`config.mk`:
```
export PLATFORM = sky130hd
export DESIGN_NAME = hazard_ctrl
export DESIGN_NICKNAME = d
export VERILOG_FILES = /design/src/rtl/core_pkg.sv /design/src/rtl/sat_counter.sv /design/src/rtl/hazard_ctrl.sv
export SDC_FILE = /design/constraint.sdc
export NUM_CORES = 1
export LEC_CHECK = 0
export BUFFER_PORTS_ARGS = -buffer_cell sky130_fd_sc_hd__buf_2
export CELL_PAD_IN_SITES_DETAIL_PLACEMENT = 0
export CELL_PAD_IN_SITES_GLOBAL_PLACEMENT = 1
export CORE_MARGIN = 3
export CORE_UTILIZATION = 42
export DETAILED_ROUTE_END_ITERATION = 8
export GPL_ROUTABILITY_DRIVEN = 0
export PLACE_DENSITY_LB_ADDON = 0.1
export SKIP_CTS_REPAIR_TIMING = 1
export SYNTH_ARGS = -nofsm -noshare
export SYNTH_HDL_FRONTEND = slang
export SYNTH_SLANG_ARGS = --single-unit
```
`constraint.sdc`:
```
create_clock -name clk -period 4.95 [get_ports clk]
set_input_delay 0.7425 -clock clk [delete_from_list [all_inputs] [get_ports clk]]
set_output_delay 0.7425 -clock clk [all_outputs]
set_load 0.01 [all_outputs]
```
`src/rtl/core_pkg.sv`:
```
// core_pkg: opcodes, hazard FSM states and register-address width shared across the RV32 core.
package core_pkg;
    localparam int REG_AW = 5;
    localparam logic [6:0] OP_R  = 7'b0110011;
    localparam logic [6:0] OP_I  = 7'b0010011;
    localparam logic [6:0] OP_LW = 7'b0000011;
    localparam logic [6:0] OP_S  = 7'b0100011;
    localparam logic [6:0] OP_SB = 7'b1100011;
    typedef enum logic [1:0] {RUN = 2'd0, STALL = 2'd1, FLUSH = 2'd2, FREEZE = 2'd3} state_t;
endpackage

```
`src/rtl/sat_counter.sv`:
```
// sat_counter: event counter that sticks at all-ones instead of wrapping.
module sat_counter #(
    parameter int CNT_W = 16
) (
    input  logic             clk,
    input  logic             rst_n,
    input  logic             inc,
    output logic [CNT_W-1:0] count
);
    always_ff @(posedge clk or negedge rst_n) begin
        if (!rst_n) count <= '0;
        else if (inc && !(&count)) count <= count + 1'b1;
    end
endmodule

```
`src/rtl/hazard_ctrl.sv`:
```
// hazard_ctrl: load-use / branch-flush / memory-wait controller for the 5-stage pipeline.
// Control outputs are combinational so bubbles reach the pipeline in the same cycle.
module hazard_ctrl #(
    parameter int REG_AW            = core_pkg::REG_AW,
    parameter int LOAD_STALL_CYCLES = 1,
    parameter int FLUSH_CYCLES      = 1,
    parameter int CNT_W             = 16
) (
    input  logic              clk,
    input  logic              rst_n,
    input  logic [6:0]        id_opcode,
    input  logic [REG_AW-1:0] id_rs1,
    input  logic [REG_AW-1:0] id_rs2,
    input  logic              ex_mem_read,
    input  logic [REG_AW-1:0] ex_rd,
    input  logic              ex_branch_taken,
    input  logic              mem_busy,
    output logic              ctrl_src,
    output logic              pc_write,
    output logic              ifid_write,
    output logic              ifid_flush,
    output logic              pipe_en,
    output logic [1:0]        state,
    output logic [CNT_W-1:0]  stall_count,
    output logic [CNT_W-1:0]  flush_count
);
    import core_pkg::*;
    localparam logic [2:0] LS_N = 3'(LOAD_STALL_CYCLES - 1);
    localparam logic [2:0] FL_N = 3'(FLUSH_CYCLES - 1);
    state_t state_q, nxt, ret_q, nxt_ret;
    logic [2:0] cnt_q, nxt_cnt;
    logic uses_rs1, uses_rs2, load_use, stall_inc, flush_inc;
    assign uses_rs2 = (id_opcode == OP_R) || (id_opcode == OP_S) || (id_opcode == OP_SB);
    assign uses_rs1 = uses_rs2 || (id_opcode == OP_I) || (id_opcode == OP_LW);
    assign load_use = ex_mem_read && (ex_rd != '0) &&
                      ((uses_rs1 && id_rs1 == ex_rd) || (uses_rs2 && id_rs2 == ex_rd));
    assign state = state_q;
    always_ff @(posedge clk or negedge rst_n) begin
        if (!rst_n) begin
            state_q <= RUN;
            ret_q   <= RUN;
            cnt_q   <= '0;
        end else begin
            state_q <= nxt;
            ret_q   <= nxt_ret;
            cnt_q   <= nxt_cnt;
        end
    end
    // Freeze wins over everything; a freeze cycle in STALL/FLUSH issues no bubble and leaves cnt alone.
    always_comb begin
        nxt        = state_q;
        nxt_ret    = ret_q;
        nxt_cnt    = cnt_q;
        ctrl_src   = 1'b0;
        pc_write   = 1'b1;
        ifid_write = 1'b1;
        ifid_flush = 1'b0;
        pipe_en    = 1'b1;
        stall_inc  = 1'b0;
        flush_inc  = 1'b0;
        if (state_q == FREEZE || mem_busy) begin
            pipe_en    = 1'b0;
            pc_write   = 1'b0;
            ifid_write = 1'b0;
            if (state_q != FREEZE) begin
                nxt_ret = state_q;
                nxt     = FREEZE;
            end else if (!mem_busy) begin
                nxt = ret_q;
            end
        end else if (state_q == STALL) begin
            ctrl_src   = 1'b1;
            pc_write   = 1'b0;
            ifid_write = 1'b0;
            stall_inc  = 1'b1;
            nxt_cnt    = cnt_q - 3'd1;
            if (cnt_q == 3'd1) nxt = RUN;
        end else if (state_q == FLUSH) begin
            ctrl_src   = 1'b1;
            ifid_flush = 1'b1;
            flush_inc  = 1'b1;
            nxt_cnt    = cnt_q - 3'd1;
            if (cnt_q == 3'd1) nxt = RUN;
        end else if (ex_branch_taken) begin
            ctrl_src   = 1'b1;
            ifid_flush = 1'b1;
            flush_inc  = 1'b1;
            if (FLUSH_CYCLES > 1) begin
                nxt_cnt = FL_N;
                nxt     = FLUSH;
            end
        end else if (load_use) begin
            ctrl_src   = 1'b1;
            pc_write   = 1'b0;
            ifid_write = 1'b0;
            stall_inc  = 1'b1;
            if (LOAD_STALL_CYCLES > 1) begin
                nxt_cnt = LS_N;
                nxt     = STALL;
            end
        end
    end
    sat_counter #(.CNT_W(CNT_W)) u_stall_cnt (
        .clk(clk), .rst_n(rst_n), .inc(stall_inc), .count(stall_count)
    );
    sat_counter #(.CNT_W(CNT_W)) u_flush_cnt (
        .clk(clk), .rst_n(rst_n), .inc(flush_inc), .count(flush_count)
    );
endmodule

```
Word-level counts from Yosys, hierarchy flattened:

Index checks and enable logic that the tools add are counted.
Widths: inputs -> output; s select.

* flip-flop bits (word level): 39
* output and inout bits: 39
* bits of input ports: 27

* bitwise logic cells: 1
* muxes and demuxes: 27
* reduce and logical (&&, ||, !) cells: 22
* equality and inequality tests: 13
* add/sub/neg operators: 3

Operators with widths (number)
* $add 16x1->16 const B: 2
* $reduce_and 16->1: 2
* $mux 1: 19
* $eq 7x6->1 const B: 2
* $mux 2: 6
* $eq 5x5->1: 2
* $eq 7x2->1 const B: 1
* $eq 7x5->1 const B: 1
* $eq 7x7->1 const B: 1
* $logic_and 1x1->1: 6
* $logic_or 1x1->1: 6
* $mux 3: 2
* $reduce_and 2->1: 3
* $reduce_bool 5->1: 1
* $eq 2x2->1 const B: 2
* $eq 3x1->1 const B: 1
* $ne 3x2->1 const B: 1
* $reduce_bool 3->1: 1
* $sub 3x1->3 const B: 1
* $eq 2x1->1 const B: 1
* $logic_not 1->1: 2
* $ne 2x2->1 const B: 1
* $reduce_bool 2->1: 1
* $not 1->1: 1

Logic depth before layout (Yosys ltp):

* word-level depth: 14
* depth in mapped cells: 9
* depth with buffers taken out: 8

Cells and area by module:

A second synthesis with hierarchy kept.

* cell total of the unflattened synthesis: 219
* area total of the unflattened synthesis: 2297.2 um^2

Modules (own cells, without submodules)
* sat_counter: sequential area each 400.4 um^2, area each 840.8 um^2, times used 2, cells an instance 75
* hazard_ctrl: sequential area each 175.2 um^2, area each 615.6 um^2, times used 1, cells an instance 69

Worst setup path before layout:

No wires, ideal clock.

* path kind: input -> output
* start: input port ex_rd[1]
* end: output port pc_write
* required time: 4.208 ns
* setup slack: 2.169 ns
* arrival time: 2.038 ns
* path buffers: 1
* stages on the path: 5
* cells stage by stage: or4_4 -> o211ai_1 -> nor3_1 -> nor3_1 -> buf_4

* word-level cells in the longest chain between the ends: 9

RTL lines
* from (decl): RTL line hazard_ctrl.sv:15 `input logic [REG_AW-1:0] ex_rd,`
* $eq 5x5->1: RTL line hazard_ctrl.sv:36 `((uses_rs1 && id_rs1 == ex_rd) || (uses_rs2 && id_rs2 == ex_rd));`
* $logic_and 1x1->1: RTL line hazard_ctrl.sv:36
* $logic_or 1x1->1: RTL line hazard_ctrl.sv:36
* $logic_and 1x1->1 *: RTL line hazard_ctrl.sv:35 `assign load_use = ex_mem_read && (ex_rd != '0) &&`
* $mux 1 * (5 in series)
* to (decl): RTL line hazard_ctrl.sv:19 `output logic pc_write,`

Mark *: on every way between the ends. The rest lies on a longest branch, timed or not.

Worst setup path after layout:

* start: input port ex_rd[1]
* end: output port pc_write

* word-level cells in the longest chain between the ends: 9

RTL lines
* $eq 5x5->1: RTL line hazard_ctrl.sv:36
* $logic_and 1x1->1: RTL line hazard_ctrl.sv:36
* $logic_or 1x1->1: RTL line hazard_ctrl.sv:36
* $logic_and 1x1->1 *: RTL line hazard_ctrl.sv:35
* $mux 1 *: RTL line hazard_ctrl.sv:92 `end else if (load_use) begin`
* $mux 1 *: RTL line hazard_ctrl.sv:84 `end else if (ex_branch_taken) begin`
* $mux 1 *: RTL line hazard_ctrl.sv:78 `end else if (state_q == FLUSH) begin`
* $mux 1 *: RTL line hazard_ctrl.sv:71 `end else if (state_q == STALL) begin`
* $mux 1 *: RTL line hazard_ctrl.sv:61 `if (state_q == FREEZE || mem_busy) begin`

Marks and branches as above.

==> impl_metrics.yaml <==
global_route:
  grt_pass1_vias: 1627
  antenna_found_initial: 0
  overflow: 0
  grt_pass1_wl_um: 7450
  grt_max_degree: 40
  grt_usage_pct: 14.9
final_layout:
  final_common_cell: "buf_2"
  drive_above_1_share_pct: 30.4
  syn_to_final_growth_pct: 21.4
  fin_cells: 337
  insertedDiodeCount: 0
  final_cell_mix: "buf_2, dfrtp_1, xnor2_1, nand3_1, nand2_1"
  nets: 303
timing:
  timing.hold.ws_ns: 0.473
  fmax_mhz: 356
  rsz0062_at_grt: "no"
  fin_setup_tns_ns: 0
  fin_worst_skew_ns: 0.00433
  slew_headroom_pct: 42.6
  finalHoldViolCount: 0
  worstMarginPinSlew_ns: 0.860
  finalCritPeriodShare_pct: 56.7
  finalSetupViolCount: 0
  finalCriticalPeriod_ns: 2.81
  maxSlewViolCount: 0
power:
  combPwrFrac_pct: 35.7
  clkPwrFrac_pct: 20.1
  cellPowerDensity_mw_per_mm2: 388
  p_int_uw: 636
  seq_power_share_pct: 44.2
  switching_power_uw: 377
  ir_drop_mv: 0.257
  leakage_uw: 0.00129
  switching_share_pct: 37.2
worst_setup_path:
  cp_slowest_stage_delay_ns: 0.54
  worst_path_dominant_cell_family: "simple AND/OR/NAND/NOR gates"
  worst-path-buf-inv: 2
  r2r_end: "u_stall_cnt.count[1]$_DFFE_PN0P_"
  cp-end-kind: "output pin"
  crit_type: "input port to output pin"
  crit_fanout: 3
  r2r_setup_slack_ns: 2.56
  crit_chain: "buf_2 -> or4_4 -> o211ai_1 -> nor3_1 -> nor3_1 -> buf_2"
  rr_worst_depth: 8
  crit_required_ns: 4.21
  critPathLaunchType: "input port"
  crit_arrival_ns: 2.06
  crit_start: "ex_rd[1]"
  worstReg2RegStart: "state[0]$_DFFE_PN0P_"
  cp_slowest_cell: "or4_4"
clocking:
  clockBufferDepth: 2
  clk_latency_ns: 0.28
  cts_num_sinks: 39
  numCtsBuffers: 5
  clockRootBuffer: "clkbuf_8"
  cts_tree: "yes"
  clkTransAtPathRegs_ns: 0.07
  htree_levels: 2
min_path:
  holdCritStartpoint: "cnt_q[2]$_DFFE_PN0P_"
  hold_depth: 1
  hold_class: "flip-flop to flip-flop"
  min_to: "cnt_q[2]$_DFFE_PN0P_"
floorplanning:
  num_io_pins: 66
  die_x_um: 77.6
  start_util_pct: 44.4
  dieArea_sq_mm: 0.00602
  die_h_um: 77.6
  rows: 25
  core_area_sq_mm: 0.00485
routing:
  routed_via_density: 4.88
  drt_iter0_drc: 49
  routed_wl_um: 4190
  firstDrtPassIters: 6
  antenna_left: 0
  drc: 0
  post_drt_wl_per_cell_um: 12.4
  num_vias: 1646
yosys:
  synth_warnings: 0
  ys_seq_elements: 39
  yosysSeqAreaShare_pct: 45.3
  async_reset_ff_share_pct: 100
  synth_top_area_share_pct: 45.3
  syn_avg_cell_area_sq_um: 10.6
  synth_area_sq_mm: 0.00215
  synth.distinct_cells: 39
  synth_flop_cell: "dfrtp_1"
  syn_nets: 237
  ys_top_cells_by_area: "dfrtp_1, xnor2_1, ha_1"
  synth_top_cell_by_area: "dfrtp_1"
  synth_cells: 203
  synth_edf_count: 0
placement:
  dp_cells: 329
  io_buffers: 65
  detailed_place_hpwl_um: 3110
flow_run:
  max-cap-violations: 0
status:
  status: "completed"
==> flip-flops by register name (all words and copies together) (netlist names) <==
register,flops
state,2
u_flush_cnt.count,16
ret_q,2
cnt_q,3
u_stall_cnt.count,16
==> layer usage <==
| metal | global-route usage (%) | wire [um] |
|---|---|---|
| met1 | 21.3 | 2130 |
| met2 | 22.3 | 1710 |
| met3 | 4.18 | 321 |
| met4 | 3.74 | 34 |
| met5 | 0 | 0 |
==> worst max-delay path by stage <==
stage	endpoint	slack, ns	depth (start not counted)
2_1_floorplan	pc_write	2.17	5
3_5_place_dp	pc_write	2.14	6
5_1_grt	ifid_write	1.98	8
3_3_place_gp	ifid_write	2.19	6
4_1_cts	pc_write	2.13	6
6_report	pc_write	2.14	6
==> per-stage QoR <==
stage / setup slack [ns] / utilization [%] / cell area, sq um / power (uW)
finish: 2.14 / 53.9 / 2610 / 1010
global route: 1.98 / 53.9 / 2610 / 1100
CTS: 2.13 / 53.9 / 2610 / 1030
detailed placement: 2.14 / 52.2 / 2530 / 821
global placement: 2.19 / 52.2 / 2530 / 820
floorplan: 2.17 / - / 2150 / 703
==> Yosys cell counts (2+ instances only) <==
cell,n
dfrtp_1,39
xnor2_1,38
nand2_1,15
nand3_1,15
nand4_1,12
nor2_1,11
and3_1,10
inv_1,8
ha_1,7
a21oi_1,4
a31oi_1,3
buf_2,3
nor3_1,3
xor2_1,3
and4_1,2
clkbuf_1,2
nand2b_1,2
nor3_4,2
o211ai_1,2
o21ai_0,2
or2_1,2
==> area by class of cell <==
cell class	instances	area [sq um]
clock buffers	7	76.3
well taps	67	83.8
repair buffers	65	325
clock inverters	1	5.00
flip-flops and latches	39	976
inverters	8	30.0
fillers	471	2230
multi-input cells	150	1120
==> power groups by stage <==
| stage | sequential, uW | clock [uW] | combinational, uW |
|---|---|---|---|
| 6_report | 447 | 204 | 362 |
| 4_1_cts | 449 | 213 | 369 |
| 3_3_place_gp | 453 | 0 | 367 |
| 2_1_floorplan | 462 | 0 | 241 |
| 5_1_grt | 460 | 227 | 414 |
| 3_5_place_dp | 454 | 0 | 368 |
==> cell families after synthesis <==
logic type	synth area share, %
simple gates	23.5
xor+xnor	16.7
flops	45.3
compound gates	6.91
buf+inv	2.79
fa+ha+maj	4.07
mux	0.697
(Power assumes the default switching activity.)
